<file path="src/rtl/ntt_ctrl_pkg.sv">
// Shared types and helpers for the NTT/INTT layer-sequencing controller.
// Optional n^-1 scaling layer is enabled by the NTT_CTRL_SCALE_EN macro.
package ntt_ctrl_pkg;

  typedef enum logic [7:0] {
    S_IDLE     = 8'b0000_0001,
    S_LOAD     = 8'b0000_0010,
    S_WAIT_CAL = 8'b0000_0100,
    S_FILL     = 8'b0000_1000,
    S_RUN      = 8'b0001_0000,
    S_DRAIN    = 8'b0010_0000,
    S_GAP      = 8'b0100_0000,
    S_OUT      = 8'b1000_0000
  } state_e;

  localparam logic MODE_NTT  = 1'b0;
  localparam logic MODE_INTT = 1'b1;

  function automatic int layer_period(
    input int depth,
    input int pipe_fill
  );
    return (1 << (depth - 1)) + pipe_fill + 1;
  endfunction

endpackage

</file>
<file path="src/rtl/ctrl_phase_timer.sv">
// Loadable down-counter; expire is high in the last cycle of a phase.
// Holds while en is low; synchronous active-high reset.
module ctrl_phase_timer #(
  parameter int W = 7
) (
  input  logic         clk,
  input  logic         reset,
  input  logic         en,
  input  logic         load,
  input  logic [W-1:0] load_val,
  output logic         expire
);

  logic [W-1:0] cnt_q;
  logic [W-1:0] cnt_d;

  always_comb begin
    cnt_d = cnt_q;
    if (load) begin
      cnt_d = load_val;
    end else if (cnt_q != '0) begin
      cnt_d = cnt_q - W'(1);
    end
  end

  always_ff @(posedge clk) begin
    if (reset) begin
      cnt_q <= '0;
    end else if (en) begin
      cnt_q <= cnt_d;
    end
  end

  assign expire = (cnt_q == '0);

endmodule

</file>
<file path="src/rtl/ntt_ctrl_fsm.sv">
// Layer-sequencing controller shared by forward and inverse NTT.
// Define NTT_CTRL_SCALE_EN to append the n^-1 scaling layer in INTT mode.
module ntt_ctrl_fsm
  import ntt_ctrl_pkg::*;
#(
  parameter int DEPTH     = 8,
  parameter int PIPE_FILL = 5,
  parameter int LAYERS    = 7
) (
  input  logic                          clk,
  input  logic                          reset,
  input  logic                          set,
  input  logic                          start,
  input  logic                          mode,
  input  logic                          full_in,
  input  logic                          cal_en,
  input  logic                          full_out,
  output logic                          rd_ctrl,
  output logic                          wr_ctrl,
  output logic [1:0]                    ram_we,
  output logic                          layer_type,
  output logic [$clog2(LAYERS+2)-1:0]   layer,
  output logic [$clog2(DEPTH+1)-1:0]    len_log,
  output logic                          res_bank,
  output logic                          readin_ok,
  output logic                          busy,
  output logic                          done
);

  localparam int LYW = $clog2(LAYERS + 2);
  localparam int LNW = $clog2(DEPTH + 1);
  localparam int TW  = DEPTH - 1;
  localparam int RUN_LEN =
    layer_period(DEPTH, PIPE_FILL) - 2 * PIPE_FILL - 1;
  localparam logic [TW-1:0] FILL_LD = TW'(PIPE_FILL - 1);
  localparam logic [TW-1:0] RUN_LD  = TW'(RUN_LEN - 1);
  localparam logic LAYERS_ODD = ((LAYERS % 2) == 1);

`ifdef NTT_CTRL_SCALE_EN
  localparam logic SCALE_EN = 1'b1;
`else
  localparam logic SCALE_EN = 1'b0;
`endif

  if (PIPE_FILL < 1 || PIPE_FILL >= 2 ** (DEPTH - 1)) begin : g_bad_fill
    $error("ntt_ctrl_fsm: PIPE_FILL out of range");
  end

  state_e         state_q, state_d;
  logic [LYW-1:0] layer_q, layer_d;
  logic           mode_q, mode_d;
  logic           res_bank_q, res_bank_d;
  logic           rd_q, rd_d, wr_q, wr_d;
  logic [1:0]     ram_we_q, ram_we_d;
  logic           lt_q, lt_d;
  logic [LNW-1:0] len_q, len_d;
  logic           rok_q, rok_d, busy_q, busy_d, done_q, done_d;
  logic           t_load, t_expire, comp;
  logic [TW-1:0]  t_val;
  logic [LYW-1:0] last_layer;

  assign last_layer =
    LYW'(LAYERS) + LYW'(SCALE_EN && (mode_q == MODE_INTT));

  always_comb begin
    state_d    = state_q;
    layer_d    = layer_q;
    mode_d     = mode_q;
    res_bank_d = res_bank_q;
    t_load     = 1'b0;
    t_val      = '0;
    unique case (state_q)
      S_IDLE: if (start) begin
        state_d    = S_LOAD;
        mode_d     = mode;
        layer_d    = LYW'(1);
        res_bank_d = LAYERS_ODD ^ (SCALE_EN && (mode == MODE_INTT));
      end
      S_LOAD: if (full_in) state_d = S_WAIT_CAL;
      S_WAIT_CAL: if (cal_en) begin
        state_d = S_FILL;
        t_load  = 1'b1;
        t_val   = FILL_LD;
      end
      S_FILL: if (t_expire) begin
        state_d = S_RUN;
        t_load  = 1'b1;
        t_val   = RUN_LD;
      end
      S_RUN: if (t_expire) begin
        state_d = S_DRAIN;
        t_load  = 1'b1;
        t_val   = FILL_LD;
      end
      S_DRAIN: if (t_expire) state_d = S_GAP;
      S_GAP: if (layer_q == last_layer) begin
        state_d = S_OUT;
      end else begin
        state_d = S_FILL;
        layer_d = layer_q + LYW'(1);
        t_load  = 1'b1;
        t_val   = FILL_LD;
      end
      S_OUT: if (full_out) begin
        state_d = S_IDLE;
        layer_d = LYW'(1);
      end
      default: state_d = S_IDLE;
    endcase
  end

  // Moore outputs are decoded from the next state so they register with it.
  always_comb begin
    comp  = state_d inside {S_FILL, S_RUN, S_DRAIN, S_GAP};
    rd_d  = state_d inside {S_FILL, S_RUN};
    wr_d  = state_d inside {S_RUN, S_DRAIN};
    lt_d  = comp && layer_d[0];
    rok_d = state_d inside {S_IDLE, S_LOAD};
    busy_d = (state_d != S_IDLE);
    done_d = (state_d == S_OUT);
    ram_we_d = 2'b00;
    if (state_d == S_LOAD) ram_we_d = 2'b01;
    else if (wr_d) ram_we_d = layer_d[0] ? 2'b10 : 2'b01;
    len_d = '0;
    if (!comp || layer_d > LYW'(LAYERS)) len_d = '0;
    else if (mode_d == MODE_INTT) len_d = LNW'(layer_d);
    else len_d = LNW'(DEPTH) - LNW'(layer_d);
  end

  always_ff @(posedge clk) begin
    if (reset) begin
      state_q    <= S_IDLE;
      layer_q    <= LYW'(1);
      mode_q     <= MODE_NTT;
      res_bank_q <= 1'b0;
      rd_q       <= 1'b0;
      wr_q       <= 1'b0;
      ram_we_q   <= 2'b00;
      lt_q       <= 1'b0;
      len_q      <= '0;
      rok_q      <= 1'b1;
      busy_q     <= 1'b0;
      done_q     <= 1'b0;
    end else if (set) begin
      state_q    <= state_d;
      layer_q    <= layer_d;
      mode_q     <= mode_d;
      res_bank_q <= res_bank_d;
      rd_q       <= rd_d;
      wr_q       <= wr_d;
      ram_we_q   <= ram_we_d;
      lt_q       <= lt_d;
      len_q      <= len_d;
      rok_q      <= rok_d;
      busy_q     <= busy_d;
      done_q     <= done_d;
    end
  end

  ctrl_phase_timer #(.W(TW)) u_timer (
    .clk      (clk),
    .reset    (reset),
    .en       (set),
    .load     (t_load),
    .load_val (t_val),
    .expire   (t_expire)
  );

  assign rd_ctrl    = rd_q;
  assign wr_ctrl    = wr_q;
  assign ram_we     = ram_we_q;
  assign layer_type = lt_q;
  assign layer      = layer_q;
  assign len_log    = len_q;
  assign res_bank   = res_bank_q;
  assign readin_ok  = rok_q;
  assign busy       = busy_q;
  assign done       = done_q;

endmodule

</file>
<file path="config.mk">
export PLATFORM = sky130hd
export DESIGN_NAME = ntt_ctrl_fsm
export DESIGN_NICKNAME = d
export VERILOG_FILES = /design/src/rtl/ntt_ctrl_pkg.sv /design/src/rtl/ctrl_phase_timer.sv /design/src/rtl/ntt_ctrl_fsm.sv
export SDC_FILE = /design/constraint.sdc
export NUM_CORES = 1
export LEC_CHECK = 0
export CAP_MARGIN = 20
export CORE_UTILIZATION = 45
export CTS_CLUSTER_SIZE = 30
export DETAILED_ROUTE_END_ITERATION = 12
export PLACE_DENSITY = 0.71
export REMOVE_ABC_BUFFERS = 1
export SLEW_MARGIN = 15
export SYNTH_ARGS = -nofsm -noshare
export SYNTH_HDL_FRONTEND = slang
export SYNTH_SLANG_ARGS = --single-unit
</file>
<file path="constraint.sdc">
create_clock -name clk -period 3.31 [get_ports clk]
set_clock_uncertainty 0.05 [all_clocks]
set_input_delay 0.662 -clock clk [delete_from_list [all_inputs] [get_ports clk]]
set_output_delay 0.662 -clock clk [all_outputs]
set_load 0.01 [all_outputs]
</file>
==> metrics.txt, run 1 <==
die height 70.1 um; r2r worst-path depth 6; routed wire length 4820 um; ys async rst share 0%; CP arrival 2.80 ns; grt total ovfl 0; antenna violations before repair 0; CTS tree done; Setup Fix Bufs, Post-CTS 0; WP data required 3.43 ns; Resized Gates After CTS 0; CTS max path bufs 2; share of layout cells above drive strength 1 9.51%; WL/cell 14.3 um; synthesized instance count 263; Slew Viols, Final 0; EDFF count, synth 0; Crit Path Max Fanout 5; setup TNS 0 ns; drt pass-1 iters 5; Cell Count Post-Placement 328; hold crit path type reg2reg; total power 1300 uW; Setup crit end kind register; clock latency on the worst-skew pair 0.29 ns; CTS Hold Buffers Added 0; synthesized flop and latch total 33; Root Buffer clkbuf_8; clock sink count 33; Syn. warnings 0; leakage power 0.000955 uW; Post-route DRC 0; Final Hold Viols 0; H-tree levels 2; fin crit period 2.68 ns; HPWL Detailed 3500 um; critical path class in2reg; Synth Flop Type dfxtp_1; Reg clk slew, reported paths 0.07 ns; num ports 25; max-cap check violation count 0; synthesized area per cell 7.94 um^2; area grow syn2layout 17.9%; Hold WS 0.400 ns; Finished Layout Cells 336; GP Congestion 0.858; Max-slew headroom 53.0%; via count 1954; Antenna Cells 0; die area 4910 um^2; Die Wd 70.1 um; Net count, final 295; vias in the first global route 1774; slew at the pin closest to its max-slew limit 0.695 ns; Hold Path Depth 2; startpoint types primary input; mapped cell area 2090 um^2; antenna viol nets, final 0; CTS buffer count 5; Setup Viol. Count Final 0; finished layout cell area 2460 um^2; count of cell types in the netlist 60; largest net degree at the start of global routing 29; Peak VDD IR 0.402 mV; unrepaired setup endpoints after global routing no; Seq/Total Area, Yosys 31.7%; pwr/cell area 527 nW/um^2; Total GRT Usage 20.9%; Starting DRT DRC Count 99; DR vias/cell 5.82; maximum clock frequency 374 MHz; Core ar. 4410 um^2; row count 24; first-pass GRT wire length 8240 um; dpl cell area 2360 um^2; Initial Utilization 47.3%; status completed; IO Port Bufs 24; Final Cycle Share 80.8%
==> cells in the mapped netlist, types with 2 or more instances <==
| master | instances | area share, % |
|---|---|---|
| nor2_1 | 38 | 6.8 |
| dfxtp_1 | 33 | 32 |
| a21oi_1 | 16 | 3.8 |
| nand2_1 | 15 | 2.7 |
| o21ai_1 | 11 | 2.6 |
| clkbuf_1 | 10 | 1.8 |
| nand3_1 | 9 | 2.2 |
| o21ai_0 | 9 | 2.2 |
| inv_1 | 8 | 1.4 |
| nor3_1 | 8 | 1.9 |
| nor2b_1 | 7 | 2.1 |
| a211oi_1 | 6 | 2.2 |
| buf_2 | 6 | 1.4 |
| o211ai_1 | 6 | 2.2 |
| nand2b_1 | 5 | 1.5 |
| ha_1 | 4 | 2.4 |
| nand4_1 | 4 | 1.2 |
| nor4_1 | 4 | 1.2 |
| o21bai_1 | 4 | 1.4 |
| or3_1 | 4 | 1.2 |
| and3_1 | 3 | 0.90 |
| mux2i_1 | 3 | 1.4 |
| nor3b_1 | 3 | 1.1 |
| o31ai_1 | 3 | 1.1 |
| a2111oi_0 | 2 | 0.84 |
| a31oi_1 | 2 | 0.60 |
| and3b_1 | 2 | 0.84 |
| nor4_4 | 2 | 2.0 |
| nor4bb_1 | 2 | 0.96 |
| o311ai_1 | 2 | 0.84 |
| or4_4 | 2 | 1.1 |
| xor2_1 | 2 | 0.84 |
==> cells by family after synthesis <==
kind of cell	Yosys count	synth area share (%)
AND/OR/NAND/NOR	119	32.2
AO/OA/AOI/OAI	73	24.5
flip-flops	33	31.7
buffers and inverters	26	5.40
multiplexers	5	2.64
adder cells (fa/ha/maj)	4	2.40
XOR/XNOR	3	1.26
==> per-layer routing <==
layer / global-route usage [%] / up-vias / share of wire (%)
met5: 0 / - / 0
met4: 7.11 / 0 / 1.2
met3: 4.76 / 7 / 6.0
met2: 31.5 / 55 / 46
met1: 29.2 / 894 / 46
li1: - / 998 / -
==> metrics by stage <==
stage | setup WS (ns) | util (%)
2_1_floorplan | 0.838 | -
3_3_place_gp | 0.395 | 53.4
3_5_place_dp | 0.309 | 53.4
4_1_cts | 0.642 | 55.7
5_1_grt | 0.272 | 55.7
6_report | 0.634 | 55.7
==> final timing paths <==
check	start	slack [ns]	end
setup reg to reg	state_q[4]	0.67	len_log[3]
setup / recovery	start	0.63	len_log[1]
hold / removal	len_log[2]	0.40	len_log[2]
hold reg to reg	len_log[2]	0.40	len_log[2]
==> layout by cell type (no fill, tap or decap), types with 7 or more instances in the layout <==
cell / instances
nor2_1: 38
dfxtp_1: 33
clkdlybuf4s50_1: 24
a21oi_1: 16
nand2_1: 15
o21ai_1: 11
nand3_1: 9
o21ai_0: 9
nor3_1: 8
inv_1: 8
nor2b_1: 7
clkbuf_8: 7
==> report_power, final <==
group / switching [uW] / total (uW) / internal (uW)
Clock: 155 / 343 / 188
Sequential: 48.8 / 487 / 438
Combinational: 249 / 468 / 219
==> worst max-delay path, cell delays in order <==
cell and delay [ns]:
clkdlybuf4s50_1 0.45, nor4bb_1 0.15, o311ai_1 0.55, o21bai_1 0.21, mux2_2 0.23, inv_2 0.06
ha_1 0.27, mux2i_1 0.14, o21ai_1 0.07
==> final cells by class <==
class / instances / area (um^2)
multi-input combinational: 204 / 1310
clock inverter: 1 / 5.00
sequential: 33 / 661
clock buffer: 7 / 96.3
fill: 423 / 1950
tap: 52 / 65.1
timing repair buffer: 30 / 285
inverter: 9 / 33.8
==> flip-flops by register name, indices dropped and copies added, names as in the netlist <==
| signal | count |
|---|---|
| state_q | 8 |
| busy | 1 |
| rd_ctrl | 1 |
| done | 1 |
| u_timer.cnt_q | 7 |
| res_bank | 1 |
| readin_ok | 1 |
| wr_ctrl | 1 |
| len_log | 4 |
| ram_we | 2 |
| mode_q | 1 |
| layer_type | 1 |
| layer | 4 |
Power figures use the tool's default switching activity.
==> run 2: changes to the inputs <==
- clock period: 3.31 -> 2.65 ns (I/O delays scaled with it)
==> metrics.txt, run 2 (same netlist as run 1, synthesis figures left out) <==
unrepaired setup endpoints after global routing no (unchanged); Slew Viols, Final 0 (unchanged); Setup WS post-layout 0.180 ns (was 0.634 ns); drt pass-1 iters 4 (was 5); CTS max path bufs 2 (unchanged); RR Startpoint u_timer.cnt_q[1] (was state_q[4]); most common cell after layout, fill and taps aside nor2_1 (unchanged); grt total ovfl 0 (unchanged); die area 4910 um^2 (unchanged); hold path startpoint len_log[0] (was len_log[2]); Crit Path Max Fanout 5 (unchanged); startpoint types register (was primary input); slowest stage delay, CP 0.42 ns (was 0.55 ns); Initial Utilization 47.3% (unchanged); clock sink count 33 (unchanged); die height 70.1 um (unchanged); leakage power 0.00103 uW (was 0.000955 uW); total power 1790 uW (was 1300 uW); Root Buffer clkbuf_8 (unchanged); Bufs and invs on worst path 2 (unchanged); IO Port Bufs 24 (unchanged); area grow syn2layout 23.8% (was 17.9%); routed wire length 5180 um (was 4820 um); Die Wd 70.1 um (unchanged); Peak VDD IR 0.327 mV (was 0.402 mV); CTS tree done (unchanged); CTS buffer count 5 (unchanged); flop-to-flop setup slack 0.18 ns (was 0.67 ns); via count 2074 (was 1954); Setup Viol. Count Final 0 (unchanged); maximum clock frequency 405 MHz; filler instances 415 (was 423); antenna viol nets, final 0 (unchanged); Max-slew headroom 65.8% (was 53.0%); HPWL Detailed 3700 um (was 3500 um); DP Worst Slack -0.0399 ns (was 0.309 ns); fin crit period 2.47 ns; hold crit path type reg2reg (unchanged); Final Hold Viols 0 (unchanged); Hold Path Depth 2 (unchanged); vias in the first global route 1903 (was 1774); DR vias/cell 5.96 (was 5.82); GP Congestion 0.922 (was 0.858); WP data required 2.78 ns (was 3.43 ns); Post-route DRC 0 (unchanged); largest net degree at the start of global routing 29 (unchanged); CP Cell Sequence inv_1, ha_1, or3b_4, nor4_4, o211ai_1, or3_1, o21ai_1, buf_4, o21ai_1 (was clkdlybuf4s50_1, nor4bb_1, o311ai_1, o21bai_1, mux2_2, inv_2, ha_1, mux2i_1, o21ai_1); Starting DRT DRC Count 115 (was 99); WL/cell 14.9 um (was 14.3 um); Core ar. 4410 um^2 (unchanged); Final Core Density 58.5% (was 55.7%); critical path class reg2reg (was in2reg); Crit-path slowest cell or3b_4 (was o311ai_1); row count 24 (unchanged); status completed (unchanged); Largest register FFs 8 (unchanged); clock latency on the worst-skew pair 0.29 ns (about the same); Worst Setup SP u_timer.cnt_q[1] (was start); Total GRT Usage 22.6% (was 20.9%); first-pass GRT wire length 8820 um (was 8240 um); share of layout cells above drive strength 1 13.2% (was 9.51%); Reg with most FFs state_q (unchanged); Antenna Cells 0 (unchanged); Final Cycle Share 93.2%; WHS Endpoint len_log[0] (was len_log[2]); slew at the pin closest to its max-slew limit 0.513 ns (was 0.695 ns); CP delay by family, top simple AND/OR/NAND/NOR gates (was compound AO/OA/AOI/OAI gates); biggest regs state_q (8), u_timer.cnt_q (7) (unchanged); Net count, final 307 (was 295); most frequent cells in the layout 38 x nor2_1, 33 x dfxtp_1, 24 x clkdlybuf4s50_1 (unchanged); pwr/cell area 694 nW/um^2 (was 527 nW/um^2); H-tree levels 2 (unchanged); num ports 25 (unchanged); Reg clk slew, reported paths 0.07 ns (about the same); Worst R2R End len_log[1] (was len_log[3]); setup TNS 0 ns (unchanged); max-cap check violation count 0 (unchanged); most used cell, CP o21ai_1; Setup crit end kind register (unchanged); CP arrival 2.60 ns (was 2.80 ns); r2r worst-path depth 9 (was 6); antenna violations before repair 0 (unchanged)
## run 2: cell types whose count changed in the layout (fill, tap and decap cells not counted), sizes merged
cell / change
clkbuf: -2
bufinv: +2
buf: +12
## run 2: power by group
part,total (uW),switching [uW],internal (uW)
logic,617,326,291
clock network,570,196,374
registers,607,59.3,547
total,1790,581,1210
## run 2: worst max-delay path by stage
stage                      end  slack (ns)  cells past startpoint
finish              len_log[1]        0.18                      9
detailed placement  len_log[1]       -0.04                      9
global placement    len_log[2]        0.02                      9
CTS                 len_log[1]        0.18                      9
global route        len_log[1]        0.02                      9
floorplan           len_log[2]        0.18                      8
## run 2: timing repair
action,CTS,global route
hold buffers,0,0
resized for setup,0,1
buffers inserted,0,0
endpoints found under the setup margin,0,4
## run 2: per-layer routing
layer	up-vias	global-route usage [%]	share of wire (%)
li1	1028	-	-
met1	965	29.7	46
met2	65	35.3	47
met3	16	3.03	4.8
met4	0	13.1	2.9
met5	-	0	0
## run 2: final cells by class
cell class                 count  area (um^2)  area share, %
multi-input combinational    204         1320           50.9
sequential                    33          661           25.6
timing repair buffer          42          375           14.5
clock buffer                   5         68.8           2.66
clock inverter                 3         65.1           2.52
tap                           52         65.1           2.52
inverter                       9         33.8           1.31
## run 2: worst register-to-register path: cells and delay by family, from the launching register on
kind / cells / cell delay (ns)
buf+inv: 2 / 0.23
fa+ha+maj: 1 / 0.16
simple gates: 3 / 1.10
flops: 1 / 0.31
compound gates: 3 / 0.51
## run 2: per-stage QoR
stage | hold slack, ns | area (um^2) | cells
finish | 0.399 | 2580 | 348
global route | 0.415 | 2580 | 348
CTS | 0.402 | 2580 | 348
detailed placement | 0.392 | 2450 | 340
global placement | 0.395 | 2450 | 340
floorplan | 0.409 | 2010 | 246
